File: src/rtl/mem_access_stage_pkg.sv
// Shared RV32I load/store encodings and MEM-stage FSM state type.
package riscv_pkg;

  localparam logic [2:0] F3_B  = 3'b000;
  localparam logic [2:0] F3_H  = 3'b001;
  localparam logic [2:0] F3_W  = 3'b010;
  localparam logic [2:0] F3_BU = 3'b100;
  localparam logic [2:0] F3_HU = 3'b101;

  typedef enum logic {IDLE, WAIT} mem_state_t;

endpackage

File: src/rtl/mem_access_stage_if.sv
// Data-memory req/ack bus between the MEM stage (master) and memory (slave).
interface mem_access_stage_if #(
  parameter int unsigned ADDR_W = 32
);
  logic              dmem_req;
  logic              dmem_we;
  logic [ADDR_W-1:0] dmem_addr;
  logic [31:0]       dmem_wdata;
  logic [3:0]        dmem_be;
  logic [31:0]       dmem_rdata;
  logic              dmem_ack;

  modport master (
    output dmem_req, dmem_we, dmem_addr, dmem_wdata, dmem_be,
    input  dmem_rdata, dmem_ack
  );

  modport slave (
    input  dmem_req, dmem_we, dmem_addr, dmem_wdata, dmem_be,
    output dmem_rdata, dmem_ack
  );
endinterface

File: src/rtl/mem_access_stage_lsu_align.sv
// Byte-lane steering: load extraction/extension, store replication/enables, alignment check.
module lsu_align
  import riscv_pkg::*;
(
  input  logic [1:0]  addr_lo,
  input  logic [2:0]  funct3,
  input  logic [31:0] rdata,
  input  logic [31:0] wdata,
  output logic [31:0] load_data,
  output logic        misaligned,
  output logic [31:0] store_wdata,
  output logic [3:0]  store_be
);

  logic [31:0] shifted;

  always_comb begin
    shifted    = rdata >> {addr_lo, 3'b000};
    misaligned = ((funct3[1:0] == 2'b01) && addr_lo[0]) ||
                 ((funct3[1:0] == 2'b10) && (addr_lo != 2'b00));
    case (funct3)
      F3_B:    load_data = {{24{shifted[7]}}, shifted[7:0]};
      F3_H:    load_data = {{16{shifted[15]}}, shifted[15:0]};
      F3_W:    load_data = shifted;
      F3_BU:   load_data = {24'h0, shifted[7:0]};
      F3_HU:   load_data = {16'h0, shifted[15:0]};
      default: load_data = '0;
    endcase
  end

  always_comb begin
    case (funct3)
      F3_B: begin
        store_be    = 4'b0001 << addr_lo;
        store_wdata = {4{wdata[7:0]}};
      end
      F3_H: begin
        store_be    = 4'b0011 << addr_lo;
        store_wdata = {2{wdata[15:0]}};
      end
      F3_W: begin
        store_be    = 4'b1111;
        store_wdata = wdata;
      end
      default: begin
        store_be    = '0;
        store_wdata = '0;
      end
    endcase
  end

endmodule

File: src/rtl/mem_access_stage.sv
// RV32I MEM stage: issues loads/stores on the dmem bus, stalls upstream while waiting.
module mem_access_stage
  import riscv_pkg::*;
#(
  parameter int unsigned ADDR_W         = 32,
  parameter int unsigned TIMEOUT_CYCLES = 16
) (
  input  logic        clk,
  input  logic        rst,
  input  logic        valid_in,
  input  logic [31:0] result_in,
  input  logic [31:0] store_data_in,
  input  logic [2:0]  funct3_in,
  input  logic        mem_read_in,
  input  logic        mem_write_in,
  input  logic        mem_to_reg_in,
  input  logic [4:0]  rd_in,
  input  logic        reg_write_in,
  mem_access_stage_if.master dmem,
  output logic        stall_out,
  output logic [31:0] result_out,
  output logic [31:0] read_data_out,
  output logic        mem_to_reg_out,
  output logic [4:0]  rd_out,
  output logic        reg_write_out,
  output logic        misaligned_out,
  output logic        bus_err_out
);

  localparam int unsigned CW = $clog2(TIMEOUT_CYCLES + 1);

  mem_state_t  state;
  logic [CW-1:0] cnt;

  logic [31:0] load_data;
  logic [31:0] store_wdata;
  logic [3:0]  store_be;
  logic        mis;

  logic mem_op, f3_ok, illegal, go, timeout, req, stall, complete, mis_flag;

  lsu_align u_align (
    .addr_lo     (result_in[1:0]),
    .funct3      (funct3_in),
    .rdata       (dmem.dmem_rdata),
    .wdata       (store_data_in),
    .load_data   (load_data),
    .misaligned  (mis),
    .store_wdata (store_wdata),
    .store_be    (store_be)
  );

  always_comb begin
    mem_op   = valid_in & (mem_read_in ^ mem_write_in);
    f3_ok    = mem_read_in ? (funct3_in inside {F3_B, F3_H, F3_W, F3_BU, F3_HU})
                           : (funct3_in inside {F3_B, F3_H, F3_W});
    illegal  = valid_in & ((mem_read_in & mem_write_in) | (mem_op & ~f3_ok));
    go       = mem_op & f3_ok & ~mis;
    mis_flag = (state == IDLE) & mem_op & f3_ok & mis;
    // Timeout fires on the cycle that would bring the count to TIMEOUT_CYCLES; a same-cycle ack wins.
    timeout  = (state == WAIT) & ~dmem.dmem_ack & (cnt == CW'(TIMEOUT_CYCLES - 1));
    req      = (state == IDLE) ? go : ~timeout;
    stall    = req & ~dmem.dmem_ack;
    complete = req & dmem.dmem_ack;
  end

  always_ff @(posedge clk) begin
    if (!rst) begin
      state <= IDLE;
      cnt   <= '0;
    end else begin
      case (state)
        IDLE: if (go && !dmem.dmem_ack) begin
          state <= WAIT;
          cnt   <= CW'(1);
        end
        WAIT: if (dmem.dmem_ack || timeout) begin
          state <= IDLE;
          cnt   <= '0;
        end else begin
          cnt <= cnt + CW'(1);
        end
        default: begin
          state <= IDLE;
          cnt   <= '0;
        end
      endcase
    end
  end

  always_comb begin
    dmem.dmem_req   = rst & req;
    dmem.dmem_we    = rst & mem_write_in;
    dmem.dmem_addr  = rst ? ADDR_W'({result_in[31:2], 2'b00}) : '0;
    dmem.dmem_wdata = (rst && mem_write_in) ? store_wdata : '0;
    dmem.dmem_be    = (rst && req && mem_write_in) ? store_be : '0;
    stall_out       = rst & stall;
    result_out      = rst ? result_in : '0;
    read_data_out   = (rst && complete && mem_read_in) ? load_data : '0;
    mem_to_reg_out  = rst & mem_to_reg_in;
    rd_out          = rst ? rd_in : '0;
    reg_write_out   = rst & reg_write_in & valid_in & ~stall & ~mis_flag & ~timeout & ~illegal;
    misaligned_out  = rst & mis_flag;
    bus_err_out     = rst & timeout;
  end

endmodule

File: src/flat_wrapper.sv
// flat-port wrapper written by rule: the top's interface ports become plain ports
module mem_access_stage_flat import riscv_pkg::*;
#(
  parameter int unsigned ADDR_W         = 32,
  parameter int unsigned TIMEOUT_CYCLES = 16
)
  (clk, rst, valid_in, result_in, store_data_in, funct3_in, mem_read_in, mem_write_in, mem_to_reg_in, rd_in, reg_write_in, stall_out, result_out, read_data_out, mem_to_reg_out, rd_out, reg_write_out, misaligned_out, bus_err_out, dmem_dmem_req, dmem_dmem_we, dmem_dmem_addr, dmem_dmem_wdata, dmem_dmem_be, dmem_dmem_rdata, dmem_dmem_ack);
  mem_access_stage_if #(.ADDR_W(ADDR_W)) dmem_i ();
  input  logic clk;
  input  logic rst;
  input  logic valid_in;
  input  logic [31:0] result_in;
  input  logic [31:0] store_data_in;
  input  logic [2:0] funct3_in;
  input  logic mem_read_in;
  input  logic mem_write_in;
  input  logic mem_to_reg_in;
  input  logic [4:0] rd_in;
  input  logic reg_write_in;
  output logic stall_out;
  output logic [31:0] result_out;
  output logic [31:0] read_data_out;
  output logic mem_to_reg_out;
  output logic [4:0] rd_out;
  output logic reg_write_out;
  output logic misaligned_out;
  output logic bus_err_out;
  output wire logic [$bits(dmem_i.dmem_req)-1:0] dmem_dmem_req;
  output wire logic [$bits(dmem_i.dmem_we)-1:0] dmem_dmem_we;
  output wire logic [$bits(dmem_i.dmem_addr)-1:0] dmem_dmem_addr;
  output wire logic [$bits(dmem_i.dmem_wdata)-1:0] dmem_dmem_wdata;
  output wire logic [$bits(dmem_i.dmem_be)-1:0] dmem_dmem_be;
  input wire logic [$bits(dmem_i.dmem_rdata)-1:0] dmem_dmem_rdata;
  input wire logic [$bits(dmem_i.dmem_ack)-1:0] dmem_dmem_ack;
  assign dmem_dmem_req = dmem_i.dmem_req;
  assign dmem_dmem_we = dmem_i.dmem_we;
  assign dmem_dmem_addr = dmem_i.dmem_addr;
  assign dmem_dmem_wdata = dmem_i.dmem_wdata;
  assign dmem_dmem_be = dmem_i.dmem_be;
  assign dmem_i.dmem_rdata = dmem_dmem_rdata;
  assign dmem_i.dmem_ack = dmem_dmem_ack;
  mem_access_stage #(.ADDR_W(ADDR_W), .TIMEOUT_CYCLES(TIMEOUT_CYCLES)) u_core (.clk(clk), .rst(rst), .valid_in(valid_in), .result_in(result_in), .store_data_in(store_data_in), .funct3_in(funct3_in), .mem_read_in(mem_read_in), .mem_write_in(mem_write_in), .mem_to_reg_in(mem_to_reg_in), .rd_in(rd_in), .reg_write_in(reg_write_in), .dmem(dmem_i), .stall_out(stall_out), .result_out(result_out), .read_data_out(read_data_out), .mem_to_reg_out(mem_to_reg_out), .rd_out(rd_out), .reg_write_out(reg_write_out), .misaligned_out(misaligned_out), .bus_err_out(bus_err_out));
endmodule
File: config.mk
export PLATFORM = sky130hd
export DESIGN_NAME = mem_access_stage_flat
export DESIGN_NICKNAME = d
export VERILOG_FILES = /design/src/rtl/mem_access_stage_pkg.sv /design/src/rtl/mem_access_stage_if.sv /design/src/rtl/mem_access_stage_lsu_align.sv /design/src/rtl/mem_access_stage.sv /design/src/flat_wrapper.sv
export SDC_FILE = /design/constraint.sdc
export NUM_CORES = 1
export LEC_CHECK = 0
export CAP_MARGIN = 5
export CORE_MARGIN = 3
export CORE_UTILIZATION = 33
export CTS_BUF_LIST = sky130_fd_sc_hd__clkbuf_4 sky130_fd_sc_hd__clkbuf_8 sky130_fd_sc_hd__clkbuf_16
export CTS_CLUSTER_SIZE = 12
export DETAILED_ROUTE_END_ITERATION = 10
export PLACE_DENSITY = 0.95
export SLEW_MARGIN = 20
export SYNTH_ARGS = -nofsm -noshare
export SYNTH_HDL_FRONTEND = slang
export SYNTH_HIERARCHICAL = 1
export SYNTH_SLANG_ARGS = --single-unit
File: constraint.sdc
create_clock -name clk -period 2.35 [get_ports clk]
set_input_delay 0.235 -clock clk [delete_from_list [all_inputs] [get_ports clk]]
set_output_delay 0.235 -clock clk [all_outputs]
set_load 0.05 [all_outputs]
## Yosys cells after proc, flatten, opt, wreduce, memory -nomap -nowiden

Cells that the tools add are included.

- Add/sub/neg operators: 1
- Eq/ne operators: 8
- Shifts and indexed selects: 3
- Mux-type cells: 17
- Bitwise operators: 35
- Reductions and logical operators: 15

Operator list:

| operator | number |
|---|---|
| $pmux W32 S5 | 1 |
| $mux W32 | 4 |
| $pmux W32 S3 | 1 |
| $shr A32 B5 Y32 | 1 |
| $and A1 B1 Y1 | 25 |
| $mux W5 | 3 |
| $pmux W4 S3 | 1 |
| $pmux W5 S2 | 1 |
| $logic_and A1 B1 Y1 | 8 |
| $not A1 Y1 | 8 |
| $eq A3 B3 Y1 const B | 2 |
| $add A5 B1 Y5 const B | 1 |
| $eq A5 B4 Y1 const B | 1 |
| $reduce_bool A5 Y1 | 1 |
| $mux W1 | 4 |
| $mux W4 | 1 |
| $shl A1 B2 Y4 const A | 1 |
| $shl A2 B2 Y4 const A | 1 |
| $eq A3 B1 Y1 const B | 1 |
| $eq A3 B2 Y1 const B | 1 |
| $logic_not A3 Y1 | 1 |
| $reduce_bool A3 Y1 | 1 |
| $eq A2 B1 Y1 const B | 1 |
| $eq A2 B2 Y1 const B | 1 |
| other kinds (7) | 8 |

- Bits in registers: 6
- Output and inout port bits: 144
- Logic and storage cells: 81

## Logic depth before layout (Yosys ltp)

Gate-level depths: netlist of run 1.

- Depth after elaboration: 12
- Gate-level depth with buffers: 10
- Gate-level depth less buffers: 7

## Cells and area by module

The synthesis of run 1 kept the hierarchy.

Modules (own cells, without submodules):

| module | instances | cells each | area each (um^2) | sequential area each (um^2) |
|---|---|---|---|---|
| lsu_align | 1 | 222 | 1,456.4 | 0.0 |
| mem_access_stage | 1 | 214 | 1,448.9 | 120.1 |

## Worst setup path after synthesis of run 1

No wires, ideal clock.

- Path kind: input -> output
- Start point: in funct3_in[1]
- End point: out reg_write_out
- Data arrival time: 2,519 ps
- Data required time: 2,115 ps
- Setup slack: -404 ps
- Cell stages on the path: 10
- Path buffers: 3
- Path through: buf_4 -> nor2b_1 -> buf_2 -> buf_2 -> o21ai_0 -> nand2_1 -> inv_1 -> o21ai_0 -> o21a_1 -> a211oi_1

- Longest elaborated chain between the ends: 12
- Elaborated cells between the ends (all ways): 31

RTL lines:

| element | line | source |
|---|---|---|
| start, declared | flat_wrapper.sv:14 | `input logic [2:0] funct3_in;` |
| $eq A2 B1 Y1 / $eq A2 B2 Y1 (equally long branches) | mem_access_stage_lsu_align.sv:19, mem_access_stage_lsu_align.sv:20 |  |
| $logic_and A1 B1 Y1 (on tied branches) | mem_access_stage_lsu_align.sv:19, mem_access_stage_lsu_align.sv:20 |  |
| $logic_or A1 B1 Y1 (*) | mem_access_stage_lsu_align.sv:19 | `misaligned = ((funct3[1:0] == 2'b01) && addr_lo[0]) \|\|` |
| net u_core.mis | mem_access_stage.sv:38 | `logic mis;` |
| $not A1 Y1 | mem_access_stage.sv:58 | `go = mem_op & f3_ok & ~mis;` |
| $and A1 B1 Y1 | mem_access_stage.sv:58 |  |
| $mux W1 | mem_access_stage.sv:62 | `req = (state == IDLE) ? go : ~timeout;` |
| $and A1 B1 Y1 | mem_access_stage.sv:63 | `stall = req & ~dmem.dmem_ack;` |
| $not A1 Y1 | mem_access_stage.sv:102 | `reg_write_out = rst & reg_write_in & valid_in & ~stall & ~mis_flag & ~timeout & ~illegal;` |
| $and A1 B1 Y1 | mem_access_stage.sv:102 |  |
| $and A1 B1 Y1 (*) (3 in series) | mem_access_stage.sv:102 |  |
| end, declared | flat_wrapper.sv:25 | `output logic reg_write_out;` |

The timed path passes the listed nets; every way through them passes the cells marked *.

## Worst setup path after layout of run 1

- Start point: in mem_read_in
- End point: out dmem_dmem_be[1]

- Longest elaborated chain between the ends: 8
- Elaborated cells between the ends (all ways): 9

RTL lines:

| element | line | source |
|---|---|---|
| start, declared | flat_wrapper.sv:15 | `input logic mem_read_in;` |
| $xor A1 B1 Y1 | mem_access_stage.sv:54 | `mem_op = valid_in & (mem_read_in ^ mem_write_in);` |
| $and A1 B1 Y1 | mem_access_stage.sv:54 |  |
| $and A1 B1 Y1 (*) (2 in series) | mem_access_stage.sv:58 |  |
| $mux W1 (*) | mem_access_stage.sv:62 |  |
| $logic_and A1 B1 Y1 (*) (2 in series) | mem_access_stage.sv:96 | `dmem.dmem_be = (rst && req && mem_write_in) ? store_be : '0;` |
| $mux W4 (*) | mem_access_stage.sv:96 |  |
| end, declared | flat_wrapper.sv:32 | `output wire logic [$bits(dmem_i.dmem_be)-1:0] dmem_dmem_be;` |

Every way passes the cells marked *; elsewhere a longest branch is shown, timed or not.

==> results of run 1 <==
-- sequential cells by signal, summed over array words and instances, names as in the netlist --
name	count
u_core/state	1
u_core/cnt	5
-- where the power goes --
part,internal (mW),switching (mW)
combinational,0.495,0.622
sequential,0.104,0.00280
clock,0.110,0.0420
total,0.709,0.667
-- synth_stat cells (4+ instances only) --
master,count
and3_1,67
and2_1,48
nand2_1,37
buf_4,35
a21oi_1,33
mux2i_1,27
clkbuf_1,23
o21ai_0,20
nor2b_1,19
nor2_1,16
a211oi_1,15
buf_6,8
a21o_1,7
buf_2,6
dfxtp_1,6
o2bb2ai_1,6
nor3_1,5
or2_1,5
o21a_1,4
-- timing repair --
item / in CTS / in global routing
resized for setup: 14 / 21
setup buffers: 0 / 2
cloned: 1 / 0
pin swaps: 1 / 5
endpoints found under the setup margin: 37 / 38
-- through the flow --
| step | cells | TNS, ps | setup slack (ps) | instance area [sq um] |
|---|---|---|---|---|
| 2_1_floorplan | 437 | -1100 | -276 | 2920 |
| 3_3_place_gp | 754 | -879 | -120 | 5560 |
| 3_5_place_dp | 754 | -1380 | -127 | 5560 |
| 4_1_cts | 758 | 0 | 8.35 | 5650 |
| 5_1_grt | 760 | -17.2 | -13.1 | 5760 |
| 6_report | 760 | 0 | 57.6 | 5760 |
-- cell families after synthesis --
family | share of synthesized area (%)
AOI/OAI and AO/OA | 23.2
adders and majority gates | 1.29
buffers and inverters | 17.3
DFF | 4.13
muxes | 9.69
other | 0.129
and+or+nand+nor | 44.2
-- worst register-to-register path, stage by stage (launching register included) --
cell     delay [ps]
dfxtp_1         340
ha_1            240
and3_1          200
ha_1            200
nor3b_2         220
and2_2          210
a41oi_1         120
a31oi_1         180
-- cells in the final DEF (no fill, tap or decap), types with 2 or more instances in the layout --
| master | Yosys | layout |
|---|---|---|
| buf_4 | 35 | 119 |
| clkdlybuf4s50_1 | 0 | 103 |
| nand2b_1 | 2 | 2 |
| nand3_1 | 2 | 2 |
| clkbuf_8 | 0 | 3 |
| buf_8 | 1 | 2 |
| a21oi_2 | 0 | 2 |
| or2_2 | 3 | 3 |
| and3_1 | 67 | 65 |
| conb_1 | 1 | 2 |
| buf_2 | 6 | 2 |
| nor3_2 | 0 | 3 |
| a211oi_1 | 15 | 14 |
| buf_6 | 8 | 11 |
| o21a_1 | 4 | 4 |
| nor2b_1 | 19 | 18 |
| mux2i_1 | 27 | 26 |
| o22ai_1 | 2 | 2 |
| nor3b_2 | 1 | 2 |
| a21oi_1 | 33 | 31 |
| nand2_1 | 37 | 37 |
| dlymetal6s2s_1 | 0 | 5 |
| nor3_1 | 5 | 2 |
| a21o_4 | 1 | 2 |
| buf_12 | 0 | 46 |
| dfxtp_1 | 6 | 6 |
| ha_1 | 3 | 3 |
| or2_1 | 5 | 5 |
| and2b_1 | 3 | 3 |
| inv_1 | 3 | 2 |
| o21ai_0 | 20 | 19 |
| and2_1 | 48 | 48 |
| o2bb2ai_1 | 6 | 6 |
| nor2_1 | 16 | 16 |
| a21o_1 | 7 | 7 |
| and3_4 | 0 | 2 |
-- how the worst max path moves through the flow --
stage          slack [ps]    startpoint  depth (start not counted)                 to
2_1_floorplan        -280  funct3_in[1]                          9    dmem_dmem_be[0]
3_3_place_gp         -120  mem_write_in                          7    dmem_dmem_be[1]
3_5_place_dp         -130  mem_write_in                          7    dmem_dmem_be[1]
4_1_cts                 8  funct3_in[0]                          9  read_data_out[29]
5_1_grt               -10   mem_read_in                          7    dmem_dmem_be[1]
6_report               60   mem_read_in                          7    dmem_dmem_be[1]
-- final cells by class --
cell class	count	area, sq um	area share [%]
Timing Repair Buffer	289	3080	53.5
Tap cell	105	131	2.28
Clock buffer	3	41.3	0.717
Multi-Input combinational cell	354	2370	41.2
Sequential cell	6	120	2.09
Inverter	3	11.3	0.196
-- layer usage --
layer	vias up	track usage [%]	share of wire [%]
met4	0	8.51	2.8
met2	259	46.9	52
met3	36	6.53	10
met5	-	0	0
li1	1936	-	-
met1	1867	27.9	35
==> metrics.md, run 1 <==
| Metric | Value |
|---|---|
| Clock sink total | 6 |
| Max FO, Critical Path | 7 |
| Final hold viol count | 0 |
| Port Buffers | 253 |
| Pleak | 2.86 nW |
| Setup crit end kind | output port |
| Final Cycle Share | 97.5% |
| Critical Path AT | 2060 ps |
| Die Area | 9970 sq um |
| Top-area cell type share of the netlist area | 14.4% |
| Hold endpoint | u_core/cnt[3]$_SDFFE_PN0P_ |
| Total track usage | about a quarter |
| Worst hold path type | flop to flop |
| Via count | approximately 4,000 |
| CP required | 2120 ps |
| Yosys warns | 6 |
| Post-DRT Antenna Nets | 0 |
| Power density cells | 239 nW/um^2 |
| Synth Area per Inst | 6.66 sq um |
| Crit start category | primary input |
| Routed WL | 13,500 um |
| Crit path cell chain | clkdlybuf4s50_1, ha_1, nand2_1, o21ba_4, a21oi_2, nor3_2, buf_4 |
| Relative slew slack | 51.1% |
| Critical path type | primary input to output port |
| Core area | 8380 sq um |
| Nets | 772 |
| Post-synthesis cell type count | 54 |
| CTS buffer count | 3 |
| Clk buf depth | 2 |
| EDFF count, synth | 0 |
| Hold Slack | 504 ps |
| Sequential-to-total area share from yosys stat | 4.13% |
| Main synth FF type | dfxtp_1 |
| Tmin final | 2290 ps |
| I/O pins | 256 |
| Initial antenna violation count | 0 |
| Clock skew | 2.20 ps |
| Drt wl/cell | 17.8 um |
| Max Cap Viol | 0 |
| Vias in the first global route | 4,165 |
| Hold Startpoint | u_core/cnt[3]$_SDFFE_PN0P_ |
| R2R setup slack | 560 ps |
| Syn Inst Count | 436 |
| Crit Reg-Reg Endpoint | u_core/cnt[3]$_SDFFE_PN0P_ |
| Area contributors post-synth | and3_1 (14%), and2_1 (10%), mux2i_1 (9.3%) |
| Placer Congestion | around 0.98 |
| Max-slew violation count | 0 |
| Root buffer cell | clkbuf_8 |
| Initial core utilization | 34.7% |
| Detailed-route vias per instance | 5.39 |
| Final setup fails | 0 |
| Total congestion overflow | 0 |
| DPL Wire Length | between 10,000 and 15,000 um |
| CTS tree | done |
| Clk slew on worst S/H paths | 40 ps |
| FILL cells | 593 |
| Delay-heaviest family, CP | buffers and inverters |
| Reg-to-Reg Start | u_core/cnt[0]$_SDFFE_PN0P_ |
| Antenna diode count | 0 |
| Clock latency on the worst-skew pair | 220 ps |
| Fmax | 436 MHz |
| Reg2Reg Depth | 7 |
| Synth async-reset ratio | 0% |
| Hold Buf Count CTS | 0 |
| First-pass GRT wire length | 20,800 um |
| Bufs and invs on worst path | 2 |
| DR iter-0 viols | 274 |
| Slowest stage delay, CP | 470 ps |
| Largest net degree at the start of global routing | 42 |
| H-tree depth | 1 |
| Hold depth | 1 |
| Seq cells post-synth | 6 |
| Overall die height | about 100 um |
| Cell row count | 33 |
| Slowest stage cell, crit path | clkdlybuf4s50_1 |
| Area Overhead vs Synth | 98.1% |
| Syn Std Cell Area | 2910 sq um |
| DRC | 0 |
| DR pass1 iterations | 5 |
| Worst-Margin Slew | 732 ps |
| Layout cell share with drive strength beyond 1 | 32.7% |
| Status | complete, no violations |
| Largest area contributor in the netlist | and3_1 |
| Post-layout util | around 70% |
| Width of the die | 99.8 um |
| Worst vdd ir | between 0.00015 and 0.0002 V |
| Power, Total | 1.38 mW |
(Power assumes the default switching activity.)
==> run 2, diff against run 1 <==
REMOVE_ABC_BUFFERS = 1   (was default)
==> run 2 against run 1 <==
- clock skew up 6.5 ps
- worst hold slack worse by 72 ps
- sequential power about the same
- design area up 0.48%
- first-iteration DRC count down 20%
- clock power up 7%
- largest power group unchanged
==> metrics.md, run 2 (synthesized netlist as in run 1, its figures left out) <==
| Metric | Value |
|---|---|
| CTS tree | done (unchanged) |
| CTS buffer count | 3 (unchanged) |
| Routed metal-1 wirelength | 5210 um (was 4780 um) |
| Crit start category | primary input (unchanged) |
| Switching portion of total power | 48.7% (was 48.5%) |
| Die Area | 9970 sq um (unchanged) |
| Comb power frac | 81.0% (was 81.2%) |
| Max-slew violation count | 0 (unchanged) |
| Initial core utilization | 34.7% (unchanged) |
| Crit Reg-Reg Endpoint | u_core/cnt[3]$_SDFFE_PN0P_ (unchanged) |
| Post-DRT Antenna Nets | 0 (unchanged) |
| Hold Startpoint | rst (was u_core/cnt[3]$_SDFFE_PN0P_) |
| Dpl cell area | 5600 sq um (was 5560 sq um) |
| Detailed-route vias per instance | 5.39 (about the same) |
| Width of the die | 99.8 um (unchanged) |
| Total congestion overflow | 0 (unchanged) |
| Total track usage | 26.8% (was 25.3%) |
| Reg2Reg Depth | 7 (unchanged) |
| Pleak | 2.87 nW (was 2.86 nW) |
| Seq pwr share | 7.6% (was 7.8%) |
| Max Cap Viol | 0 (unchanged) |
| Initial antenna violation count | 1 (was 0) |
| Power density cells | 245 nW/um^2 (was 239 nW/um^2) |
| P_sw | 0.689 mW (was 0.667 mW) |
| I/O pins | 256 (unchanged) |
| Cell row count | 33 (unchanged) |
| Hold depth | 2 (was 1) |
| Overall die height | 99.8 um (unchanged) |
| Vias in the first global route | 4,085 (was 4,165) |
| Max FO, Critical Path | 5 (was 7) |
| H-tree depth | 1 (unchanged) |
| First-pass GRT wire length | 21,600 um (was 20,800 um) |
| Tmin final | 2300 ps (was 2290 ps) |
| Status | complete, no violations (unchanged) |
| Core area | 8380 sq um (unchanged) |
| Setup crit end kind | output port (unchanged) |
| Reg-to-Reg Start | u_core/cnt[0]$_SDFFE_PN0P_ (unchanged) |
| Most common cell after layout, fill and taps aside | buf_4 (unchanged) |
| Nets | 779 (was 772) |
| Pre-CTS WS | -177 ps (was -127 ps) |
| Port Buffers | 253 (unchanged) |
| Area Overhead vs Synth | 99.1% (was 98.1%) |
| Biggest register | u_core/cnt (unchanged) |
| DPL Wire Length | 11,400 um (was 10,800 um) |
| DR pass1 iterations | 4 (was 5) |
| Worst hold path type | primary input to flop (was flop to flop) |
| Clock latency on the worst-skew pair | 230 ps (was 220 ps) |
| Design area | 5780 sq um (was 5760 sq um) |
| Max FFs per register | 5 (unchanged) |
| DR iter-0 viols | 219 (was 274) |
| Critical Path AT | 2070 ps (was 2060 ps) |
| Routed WL | 14,700 um (was 13,500 um) |
| Top sig layer | met4 (unchanged) |
| Root buffer cell | clkbuf_8 (unchanged) |
| Clock sink total | 6 (unchanged) |
| Relative slew slack | 66.0% (was 51.1%) |
| Drt wl/cell | 19.2 um (was 17.8 um) |
| P_int | 0.725 mW (was 0.709 mW) |
| Final Cycle Share | 98.0% (was 97.5%) |
| Via count | 4,143 (was 4,098) |
| Hold endpoint | u_core/cnt[0]$_SDFFE_PN0P_ (was u_core/cnt[3]$_SDFFE_PN0P_) |
| Critical path type | primary input to output port (unchanged) |
| Worst-Margin Slew | 504 ps (was 732 ps) |
| Clock skew | 8.68 ps (was 2.20 ps) |
| Worst vdd ir | 0.000162 V (was 0.000200 V) |
| Worst Slack Setup Final | 47.5 ps (was 57.6 ps) |
| CP required | 2120 ps (about the same) |
| Metal2 WL | 7590 um (was 6970 um) |
| Fmax | 434 MHz (was 436 MHz) |
| Largest net degree at the start of global routing | 35 (was 42) |
| DRC | 0 (unchanged) |
| R2R setup slack | 490 ps (was 560 ps) |
| RSZ-0062 raised after global routing | false |
| Clk buf depth | 2 (unchanged) |
| Routed wire length on met3 | 1520 um (was 1370 um) |
| Layout cell share with drive strength beyond 1 | 32.2% (was 32.7%) |
| Final hold viol count | 0 (unchanged) |
| Most frequent cells in the layout | buf_4 (124), clkdlybuf4s50_1 (106), and3_1 (67) (was buf_4 (119), clkdlybuf4s50_1 (103), and3_1 (65)) |
| Final setup fails | 0 (unchanged) |
| Clk slew on worst S/H paths | 40 ps (about the same) |
| Top Registers | u_core/cnt: 5 flops, u_core/state: 1 flops (unchanged) |
| Clock network fraction of design power | 11.4% (was 11.0%) |
| Placer Congestion | 0.954 (was 0.979) |
-- run 2: changes by cell type in the layout (fill, tap and decap cells not counted), sizes merged --
cell / delta
dlymetal6s2s: -4
a21o: +2
clkdlybuf4s50: +3
dlygate4sd2: +1
buf: +5
diode: +1
-- run 2: cell type report --
class	instances	area, sq um
Inverter	3	11.3
Multi-Input combinational cell	356	2350
Tap cell	105	131
Timing Repair Buffer	294	3130
Fill cell	629	2600
Antenna cell	1	2.50
Sequential cell	6	120
Clock buffer	3	41.3
-- run 2: through the flow --
stage | TNS [ps] | util (%) | hold WS [ps] | power, mW | instances
6_report | 0 | 69.0 | 432 | 1.41 | 768
3_5_place_dp | -2250 | 66.8 | 454 | 1.21 | 756
3_3_place_gp | -684 | 66.8 | 450 | 1.19 | 756
2_1_floorplan | -767 | - | 361 | 0.630 | 362
4_1_cts | 0 | 67.9 | 424 | 1.39 | 762
5_1_grt | 0 | 69.0 | 484 | 1.48 | 768
-- run 2: power groups by stage --
stage,clock [mW],sequential [mW],combinational [mW]
after floorplan,0,0.107,0.523
after global placement,0,0.107,1.09
after detailed placement,0,0.108,1.11
after CTS,0.161,0.107,1.12
after global routing,0.170,0.107,1.20
final,0.162,0.107,1.15
-- run 2: how the worst max path moves through the flow --
stage	from	end	slack [ps]	cells after the start
after floorplan	funct3_in[1]	reg_write_out	-230	7
after global placement	funct3_in[0]	read_data_out[31]	-80	9
after detailed placement	funct3_in[0]	read_data_out[21]	-180	9
after CTS	funct3_in[0]	read_data_out[23]	1	10
after global routing	mem_read_in	dmem_dmem_req	2	8
final	mem_read_in	dmem_dmem_be[2]	50	8
-- run 2: layer usage --
| metal | GRT usage [%] | vias to the layer above |
|---|---|---|
| li1 | - | 1956 |
| met1 | 29.2 | 1911 |
| met2 | 49.2 | 232 |
| met3 | 9.03 | 44 |
| met4 | 7.46 | 0 |
| met5 | 0 | - |
-- run 2: timing repair --
item | CTS | global route
pin swaps | 2 | 3
setup buffers | 2 | 2
gates resized for setup | 9 | 11
setup endpoints to repair | 38 | 36
hold buffers | 0 | 0
cloned | 1 | 3
-- run 2: critical path: stages --
cell and delay [ps]:
clkdlybuf4s50_1 440, ha_1 330, nand2_1 70, o21ba_4 270, buf_4 140, a21oi_2 90, nor3_1 250, buf_4 240
